## config.mk

```make
export PLATFORM = sky130hd
export DESIGN_NAME = score_uart_tx
export DESIGN_NICKNAME = d
export VERILOG_FILES = /design/src/rtl/gv_pkg.sv /design/src/rtl/score_frame_mux.sv /design/src/rtl/score_uart_tx.sv
export SDC_FILE = /design/constraint.sdc
export NUM_CORES = 1
export LEC_CHECK = 0
export CAP_MARGIN = 20
export CORE_MARGIN = 3
export CORE_UTILIZATION = 45
export CTS_CLUSTER_DIAMETER = 100
export DETAILED_ROUTE_END_ITERATION = 16
export HOLD_SLACK_MARGIN = 0.15
export PLACE_DENSITY = 0.69
export SYNTH_ARGS = -nofsm -noshare
export SYNTH_HDL_FRONTEND = slang
export SYNTH_SLANG_ARGS = --single-unit
```

## constraint.sdc

```tcl
create_clock -name clk -period 5.6 [get_ports clk]
set_clock_uncertainty 0.15 [all_clocks]
set_input_delay 1.12 -clock clk [delete_from_list [all_inputs] [get_ports clk]]
set_output_delay 1.12 -clock clk [all_outputs]
set_load 0.005 [all_outputs]
```

## src/rtl/gv_pkg.sv

```systemverilog
// Shared definitions for the score UART transmit path.
//   tx_state_t : transmit FSM states
//   FRAME_HDR  : first byte of every result frame
//   FRAME_LEN  : number of bytes per result frame
package gv_pkg;

  typedef enum logic [2:0] {
    IDLE      = 3'd0,
    WAIT_RDY  = 3'd1,
    STROBE    = 3'd2,
    WAIT_BUSY = 3'd3,
    FINISH    = 3'd4
  } tx_state_t;

  localparam logic [7:0] FRAME_HDR = 8'hA5;
  localparam int         FRAME_LEN = 6;

endpackage

```

## src/rtl/score_frame_mux.sv

```systemverilog
// Combinational frame byte selector for the score result frame.
// Ports:
//   mode_i    : latched game mode (3 bits)
//   hits_i    : latched hit count
//   misses_i  : latched miss count
//   score_i   : latched score
//   idx_i     : byte index within the frame (0..5)
//   byte_o    : frame byte at idx_i (header, fields, then XOR checksum)
module score_frame_mux
  import gv_pkg::*;
(
  input  logic [2:0] mode_i,
  input  logic [7:0] hits_i,
  input  logic [7:0] misses_i,
  input  logic [7:0] score_i,
  input  logic [2:0] idx_i,
  output logic [7:0] byte_o
);

  logic [7:0] mode_byte;
  logic [7:0] checksum;

  assign mode_byte = {5'b0, mode_i};
  // Plain 8-bit XOR over the payload bytes, header excluded.
  assign checksum  = mode_byte ^ hits_i ^ misses_i ^ score_i;

  always_comb begin
    byte_o = 8'h00;
    case (idx_i)
      3'd0:    byte_o = FRAME_HDR;
      3'd1:    byte_o = mode_byte;
      3'd2:    byte_o = hits_i;
      3'd3:    byte_o = misses_i;
      3'd4:    byte_o = score_i;
      3'd5:    byte_o = checksum;
      default: byte_o = 8'h00;
    endcase
  end

endmodule

```

## src/rtl/score_uart_tx.sv

```systemverilog
// Sends the end-of-song result frame to the host over the byte-wide UART TX
// port. A start pulse in IDLE latches mode/hits/misses/score; the block then
// sends A5, mode, hits, misses, score, checksum, each with a txclk strobe.
// Ports:
//   clk        : system clock
//   n_rst      : synchronous active-low reset
//   start      : one-cycle frame request (ignored unless idle)
//   mode       : game mode, latched on start
//   num_hits   : hit count, latched on start
//   num_misses : miss count, latched on start
//   score      : score, latched on start
//   txready    : UART can accept a byte when high
//   txdata     : byte being sent
//   txclk      : byte strobe, high for STROBE_LEN cycles per byte
//   busy       : high from the cycle after an accepted start until done
//   done       : one-cycle pulse after the last byte is accepted
module score_uart_tx
  import gv_pkg::*;
#(
  parameter int STROBE_LEN   = 2,
  parameter int BUSY_TIMEOUT = 16
) (
  input  logic       clk,
  input  logic       n_rst,
  input  logic       start,
  input  logic [2:0] mode,
  input  logic [7:0] num_hits,
  input  logic [7:0] num_misses,
  input  logic [7:0] score,
  input  logic       txready,
  output logic [7:0] txdata,
  output logic       txclk,
  output logic       busy,
  output logic       done
);

  localparam int STB_W = $clog2(STROBE_LEN + 1);
  localparam int TMO_W = $clog2(BUSY_TIMEOUT + 1);

  tx_state_t        state_q, state_d;
  logic [2:0]       idx_q, idx_d;
  logic [2:0]       mode_q, mode_d;
  logic [7:0]       hits_q, hits_d;
  logic [7:0]       misses_q, misses_d;
  logic [7:0]       score_q, score_d;
  logic [7:0]       txdata_q, txdata_d;
  logic             txclk_q, txclk_d;
  logic             busy_q, busy_d;
  logic             done_q, done_d;
  logic [STB_W-1:0] stb_cnt_q, stb_cnt_d;
  logic [TMO_W-1:0] tmo_cnt_q, tmo_cnt_d;

  logic [7:0]       frame_byte;

  score_frame_mux u_mux (
    .mode_i   (mode_q),
    .hits_i   (hits_q),
    .misses_i (misses_q),
    .score_i  (score_q),
    .idx_i    (idx_q),
    .byte_o   (frame_byte)
  );

  always_comb begin
    state_d   = state_q;
    idx_d     = idx_q;
    mode_d    = mode_q;
    hits_d    = hits_q;
    misses_d  = misses_q;
    score_d   = score_q;
    txdata_d  = txdata_q;
    txclk_d   = txclk_q;
    busy_d    = busy_q;
    done_d    = done_q;
    stb_cnt_d = stb_cnt_q;
    tmo_cnt_d = tmo_cnt_q;

    case (state_q)
      IDLE: begin
        if (start) begin
          mode_d   = mode;
          hits_d   = num_hits;
          misses_d = num_misses;
          score_d  = score;
          idx_d    = 3'd0;
          busy_d   = 1'b1;
          state_d  = WAIT_RDY;
        end
      end

      WAIT_RDY: begin
        // Loaded while waiting so the byte is already on txdata the same
        // edge txclk rises, and stays frozen for the whole strobe.
        txdata_d = frame_byte;
        if (txready) begin
          txclk_d   = 1'b1;
          stb_cnt_d = '0;
          state_d   = STROBE;
        end
      end

      STROBE: begin
        // txready is deliberately not looked at here.
        if (stb_cnt_q == STB_W'(STROBE_LEN - 1)) begin
          txclk_d   = 1'b0;
          tmo_cnt_d = '0;
          state_d   = WAIT_BUSY;
        end else begin
          stb_cnt_d = stb_cnt_q + 1'b1;
        end
      end

      WAIT_BUSY: begin
        // Either the UART signals it took the byte by dropping txready, or
        // after BUSY_TIMEOUT cycles here we assume it did.
        if (!txready || (tmo_cnt_q >= TMO_W'(BUSY_TIMEOUT - 1))) begin
          if (idx_q == 3'(FRAME_LEN - 1)) begin
            done_d  = 1'b1;
            state_d = FINISH;
          end else begin
            idx_d   = idx_q + 3'd1;
            state_d = WAIT_RDY;
          end
        end else if (tmo_cnt_q != TMO_W'(BUSY_TIMEOUT)) begin
          tmo_cnt_d = tmo_cnt_q + 1'b1;
        end
      end

      FINISH: begin
        done_d  = 1'b0;
        busy_d  = 1'b0;
        state_d = IDLE;
      end

      default: begin
        state_d = IDLE;
      end
    endcase
  end

  always_ff @(posedge clk) begin
    if (!n_rst) begin
      state_q   <= IDLE;
      idx_q     <= 3'd0;
      mode_q    <= 3'd0;
      hits_q    <= 8'h00;
      misses_q  <= 8'h00;
      score_q   <= 8'h00;
      txdata_q  <= 8'h00;
      txclk_q   <= 1'b0;
      busy_q    <= 1'b0;
      done_q    <= 1'b0;
      stb_cnt_q <= '0;
      tmo_cnt_q <= '0;
    end else begin
      state_q   <= state_d;
      idx_q     <= idx_d;
      mode_q    <= mode_d;
      hits_q    <= hits_d;
      misses_q  <= misses_d;
      score_q   <= score_d;
      txdata_q  <= txdata_d;
      txclk_q   <= txclk_d;
      busy_q    <= busy_d;
      done_q    <= done_d;
      stb_cnt_q <= stb_cnt_d;
      tmo_cnt_q <= tmo_cnt_d;
    end
  end

  assign txdata = txdata_q;
  assign txclk  = txclk_q;
  assign busy   = busy_q;
  assign done   = done_q;

endmodule

```

==> results of run 1 <==
[state kept, by name, indices dropped and copies added (netlist names)]
signal	count
state_q	3
misses_q	8
idx_q	3
done	1
busy	1
txdata	8
stb_cnt_q	2
score_q	8
mode_q	3
hits_q	8
tmo_cnt_q	5
txclk	1
[per-stage QoR]
| step | util, % | hold WS (ns) | instances | instance area, um2 | worst slack (ns) |
|---|---|---|---|---|---|
| floorplan | - | 0.3010 | 314 | 2645 | 3.318 |
| global placement | 54.55 | 0.3036 | 409 | 3059 | 2.462 |
| detailed placement | 54.55 | 0.3172 | 409 | 3059 | 2.423 |
| CTS | 56.72 | 0.3388 | 417 | 3181 | 2.746 |
| global route | 56.92 | 0.3552 | 418 | 3192 | 2.559 |
| finish | 56.92 | 0.3351 | 418 | 3192 | 2.755 |
[power groups by stage]
stage | sequential [mW] | clock [mW] | combinational [mW]
3_3_place_gp | 0.410 | 0 | 0.118
3_5_place_dp | 0.411 | 0 | 0.120
6_report | 0.402 | 0.274 | 0.120
5_1_grt | 0.405 | 0.295 | 0.136
4_1_cts | 0.402 | 0.282 | 0.120
2_1_floorplan | 0.404 | 0 | 0.0818
[tightest hold or removal path: stages, from the launching register on]
cell,delay [ns]
dfxtp_1,0.33
nand2_1,0.05
a21boi_0,0.07
[area by class of cell]
type                    instances  area [um2]
clock buffers                   6       82.58
repair buffers                 44       436.7
multi-input cells             233        1485
well taps                      72       90.09
flip-flops and latches         51        1021
fillers                       559        2416
clock inverters                 2       38.79
inverters                      10       37.54
[routing by layer]
metal  part of all wire, %  GRT usage, %  vias up
met1                    46         23.61     1016
li1                      -             -     1151
met5                     0             0        -
met2                    47         30.85       53
met3                   5.4         4.447        8
met4                   1.5         6.209        0
[cells by family (layout without fill, tap and decap cells)]
family | count (synthesis) | after routing | share of synthesized area, %
muxes | 5 | 5 | 2.365
xor gates and xnor gates | 17 | 17 | 5.629
buffers and inverters | 30 | 62 | 5.251
AOI/OAI and AO/OA | 83 | 83 | 21.71
and+or+nand+nor | 119 | 119 | 22.19
adders and majority gates | 9 | 9 | 4.257
DFF | 51 | 51 | 38.60
[how the worst max path moves through the flow]
stage,to,slack [ns],depth (start not counted),startpoint
final,txdata[4]$_SDFFE_PN0N_,2.75,6,n_rst
after global routing,txdata[4]$_SDFFE_PN0N_,2.56,6,n_rst
after CTS,txdata[4]$_SDFFE_PN0N_,2.75,6,n_rst
after global placement,txdata[4]$_SDFFE_PN0N_,2.46,6,n_rst
after floorplan,tmo_cnt_q[4]$_SDFFE_PN0P_,3.32,4,txready
after detailed placement,txdata[4]$_SDFFE_PN0N_,2.42,6,n_rst
[placed cells by master, fill, tap and decap left out, types with 9 or more instances in the layout]
cell type        instances
a21boi_1                14
nor2_1                   9
nand2_1                 66
dfxtp_1                 51
clkdlybuf4s50_1         41
a21oi_1                 13
xnor2_1                 14
inv_1                   10
nand3_1                 13
ha_1                     9
a21boi_0                17
o21ai_0                  9
[synth_stat cells (6+ instances only)]
| library cell | count | share of area (%) |
|---|---|---|
| a21boi_0 | 17 | 4.8 |
| a21boi_1 | 14 | 4.0 |
| a21oi_1 | 13 | 2.5 |
| a221oi_1 | 7 | 2.3 |
| a22oi_1 | 6 | 1.7 |
| clkbuf_1 | 13 | 1.8 |
| dfxtp_1 | 51 | 39 |
| ha_1 | 9 | 4.3 |
| inv_1 | 10 | 1.4 |
| nand2_1 | 66 | 9.4 |
| nand2b_1 | 6 | 1.4 |
| nand3_1 | 13 | 2.5 |
| nor2_1 | 9 | 1.3 |
| nor3b_1 | 6 | 1.7 |
| o21ai_0 | 9 | 1.7 |
| xnor2_1 | 14 | 4.6 |
==> out/metrics.cfg, run 1 <==
[route]
post-route-drc-count = 0
dr_total_vias = 2228
routed_wirelength_um = 5701
route.detailed.wl_per_inst_um = 13.64
detail_route.vias_per_cell = 5.330
antenna_violating_nets_left = 0
drt-initial-drc-count = 86
drt_pass1_iterations = 4

[worst_setup_path]
crit_chain = clkdlybuf4s50_1, buf_4, nand2_1, nor3_2, nand3_1, o211ai_1
critical_path_required_ns = 5.69
critical_path_buffer_and_inverter_count = 2
rrSetupSlack_ns = 3.33
crit_path_kind = in -> reg
cpMaxStageDelayCell = clkdlybuf4s50_1
ff_to_ff_end = idx_q[0]$_SDFFE_PN0P_
worst_reg2reg_startpoint = tmo_cnt_q[0]$_SDFFE_PN0P_
critPathTopFamily = buffers and inverters
startpoint_type = input port
worst_setup_path_end_kind = flip-flop
timing.critical_path.fanout_max = 35
largest_incremental_delay_on_the_critical_path_ns = 0.90
worst_path_arrival_ns = 2.94
worst_r2r_path_depth = 7

[timing]
fin_crit_sh_pct = 50.81
tns_ns = 0
rsz0062_at_grt = no
slew_viol_final = 0
setup_viol = 0
finalHoldViolations = 0
worstMarginPinSlew_ns = 0.6741
max_clock_freq_mhz = 351.5
post-route-min-period_ns = 2.845
slew_headroom_pct = 54.92

[worst_hold_path]
worst_hold_path.num_cells = 2
min_from = txclk$_SDFFE_PN0P_
hold_path_end = txclk$_SDFFE_PN0P_
worstHoldPathType = reg -> reg

[power]
switching_power_mw = 0.2026
power_frac_comb_pct = 15.1
totalPowerFinal_mw = 0.7964
p_int_mw = 0.5938
max-vdd-ir-drop_uv = 107.5
pwr-share-clk_pct = 34.4
leakagePower_nw = 1.169
sequentialPowerShare_pct = 50.5
power.switching_fraction_pct = 25.43
power_density_nw_per_um2 = 249.5

[run_status]
outcome = finished clean

[yosys]
post_synth_inst_count = 314
synthesis.yosys.warnings = 0
syn-num-nets = 354
postSynth.asyncResetShare_pct = 0
synthesis.area_per_instance_um2 = 8.424
synth_top_flop_cell = dfxtp_1
yosysSeqAreaShare_pct = 38.60
number_of_flops_mapped_to_enable_cells_by_yosys = 0
netlist_area_um2 = 2645
synth-seq-cells = 51
post_synth_num_cell_types = 44

[final_layout]
finish.net_count = 385
drive_gt1_share_pct = 4.624
syn2layout_area_growth_pct = 20.67
antenna_cells = 0

[clock_network]
cts.reportedPaths.clkPinSlew_ns = 0.10
cts-hold-fix-buffers = 0
clock_sink_count = 51
cts.htree.levels = 2
cts_resized = 0
cts_root_buf = clkbuf_8
worst_skew_pair.late_latency_ns = 0.31
clockBufferDepth = 2
post_cts.repair.setup_buffers = 0
numCtsBuffers = 5
cts_tree = yes

[floorplanning]
die-height_um = 82.67
dieArea_um2 = 6834
core_region_area_um2 = 5608
floorplan.io_pins = 42
die-width_um = 82.67
floorplan.initialDensity_pct = 47.17
placement_rows = 27

[place]
dpl.hpwl_um = 4001
globalplace.congestion = 0.7801
port-buffer-count = 41

[run]
drv_cap = 0

[global_routing]
grt_max_degree = 36
grt_util_all_layers_pct = 18.58
wire_length_of_the_first_global_routing_pass_um = 9735
grt_pass1_vias = 2100
antenna_found_initial = 0
grt_remaining_overflow = 0

Power figures use the tool's default switching activity.
==> run 2: changes to the inputs <==
- PLACE_DENSITY: 0.69 -> 0.72
- clock period: 5.6 -> 2.6 ns (I/O delays scaled with it)
==> run 2 against run 1 <==
  * Critical path depth up 1
  * Worst setup slack got worse by 2.4 ns
  * First-iteration DRC count up 14%
  * Die area is the same
  * Worst hold slack lost 0.0029 ns
  * Clock-buffer cell count unchanged
  * Final cell count up 0.72%
  * Largest power group unchanged
==> out/metrics.cfg, run 2 (same netlist as run 1, synthesis figures left out) <==
[timing]
slew_viol_final = 0
slew_headroom_pct = 68.85
fin_crit_sh_pct = 86.80
setup_slack_ns = 0.3432
tns_ns = 0
setup_viol = 0
worstMarginPinSlew_ns = 0.4672
max_clock_freq_mhz = 443.1
final.hold.worst_slack_ns = 0.3321
post-route-min-period_ns = 2.257
rsz0062_at_grt = no
finalHoldViolations = 0

[power]
max-vdd-ir-drop_uv = 241.1
totalPowerFinal_mw = 1.708
leakagePower_nw = 1.181
power_density_nw_per_um2 = 532.5

[clock_network]
clock_sink_count = 51
cts_tree = yes
cts_resized = 0
worst_skew_pair.late_latency_ns = 0.31
clockBufferDepth = 2
cts.reportedPaths.clkPinSlew_ns = 0.10
cts-hold-fix-buffers = 0
cts_root_buf = clkbuf_8
cts.htree.levels = 2
post_cts.repair.setup_buffers = 0
numCtsBuffers = 5

[worst_setup_path]
worst_path_most_repeated_cell = ha_1
timing.critical_path.fanout_max = 7
startpoint_type = flip-flop
crit_chain = ha_1, and3_1, ha_1, nor3b_2, nand2_1, a31oi_1, mux2i_1
critPathTopFamily = simple AND/OR/NAND/NOR gates
largest_incremental_delay_on_the_critical_path_ns = 0.43
critical_path_required_ns = 2.70
cpMaxStageDelayCell = a31oi_1
rrSetupSlack_ns = 0.34
worst_path_arrival_ns = 2.36
worst_setup_path_end_kind = flip-flop
crit_path_kind = reg -> reg
critical_path_buffer_and_inverter_count = 0

[floorplanning]
die-height_um = 82.67
floorplan.initialDensity_pct = 47.17
dieArea_um2 = 6834
floorplan.io_pins = 42
core_region_area_um2 = 5608
die-width_um = 82.67
placement_rows = 27

[route]
routed_wirelength_um = 5817
drt_pass1_iterations = 4
dr_total_vias = 2244
route.detailed.wl_per_inst_um = 13.82
post-route-drc-count = 0
drt-initial-drc-count = 98
antenna_violating_nets_left = 0
detail_route.vias_per_cell = 5.330

[final_layout]
postLayoutCoreUtil_pct = 57.18
drive_gt1_share_pct = 5.444
final_cell_area_um2 = 3207
syn2layout_area_growth_pct = 21.24
layout.cells.most_common = nand2_1
layout_common_cells = 66 x nand2_1, 51 x dfxtp_1, 41 x clkdlybuf4s50_1, 17 x a21boi_0
antenna_cells = 0
instances_no_fill = 421
finish.net_count = 388

[global_routing]
grt_remaining_overflow = 0
grt_pass1_vias = 2089
antenna_found_initial = 0
grt_util_all_layers_pct = 18.29
wire_length_of_the_first_global_routing_pass_um = 9542
grt_max_degree = 28

[run]
drv_cap = 0

[run_status]
outcome = finished clean

[place]
placed_cells_incl_taps = 413
port-buffer-count = 41
dpl.hpwl_um = 4227
placedInstanceArea_um2 = 3089
place_worst_setup_slack_ns = 0.3257
globalplace.congestion = 0.8222

[worst_hold_path]
worstHoldPathType = reg -> reg

[run 2: final cells by class]
class,instances,area [um2]
tap,72,90.09
fill,554,2401
multi-input combinational,233,1485
clock buffer,6,82.58
inverter,10,37.54
timing repair buffer,47,455.4
clock inverter,2,35.03
sequential,51,1021
[run 2: path summary, 6_finish.rpt]
check,from,end,cells past startpoint
worst max-delay path,tmo_cnt_q[0]$_SDFFE_PN0P_,idx_q[0]$_SDFFE_PN0P_,7
worst min-delay path,txdata[6]$_SDFFE_PN0N_,txdata[6]$_SDFFE_PN0N_,2
worst max register to register,tmo_cnt_q[0]$_SDFFE_PN0P_,idx_q[0]$_SDFFE_PN0P_,7
worst min register to register,txdata[6]$_SDFFE_PN0N_,txdata[6]$_SDFFE_PN0N_,2
[run 2: where the power goes]
part	switching, mW	total [mW]	internal (mW)
logic	0.120	0.262	0.142
clock network	0.267	0.579	0.312
registers	0.0438	0.867	0.823
[run 2: routing by layer]
metal	track usage, %	share of wire [%]	vias to the layer above
li1	-	-	1152
met1	22.21	46	1034
met2	31.57	49	51
met3	3.688	3.9	7
met4	7.190	1.4	0
met5	0	0	-
[run 2: worst register-to-register path: cells and delay by family, from the launching register on]
family / cells / cell delay, ns
adders and majority gates: 2 / 0.42
DFF: 1 / 0.38
AOI/OAI and AO/OA: 1 / 0.43
and+or+nand+nor: 3 / 0.58
muxes: 1 / 0.23
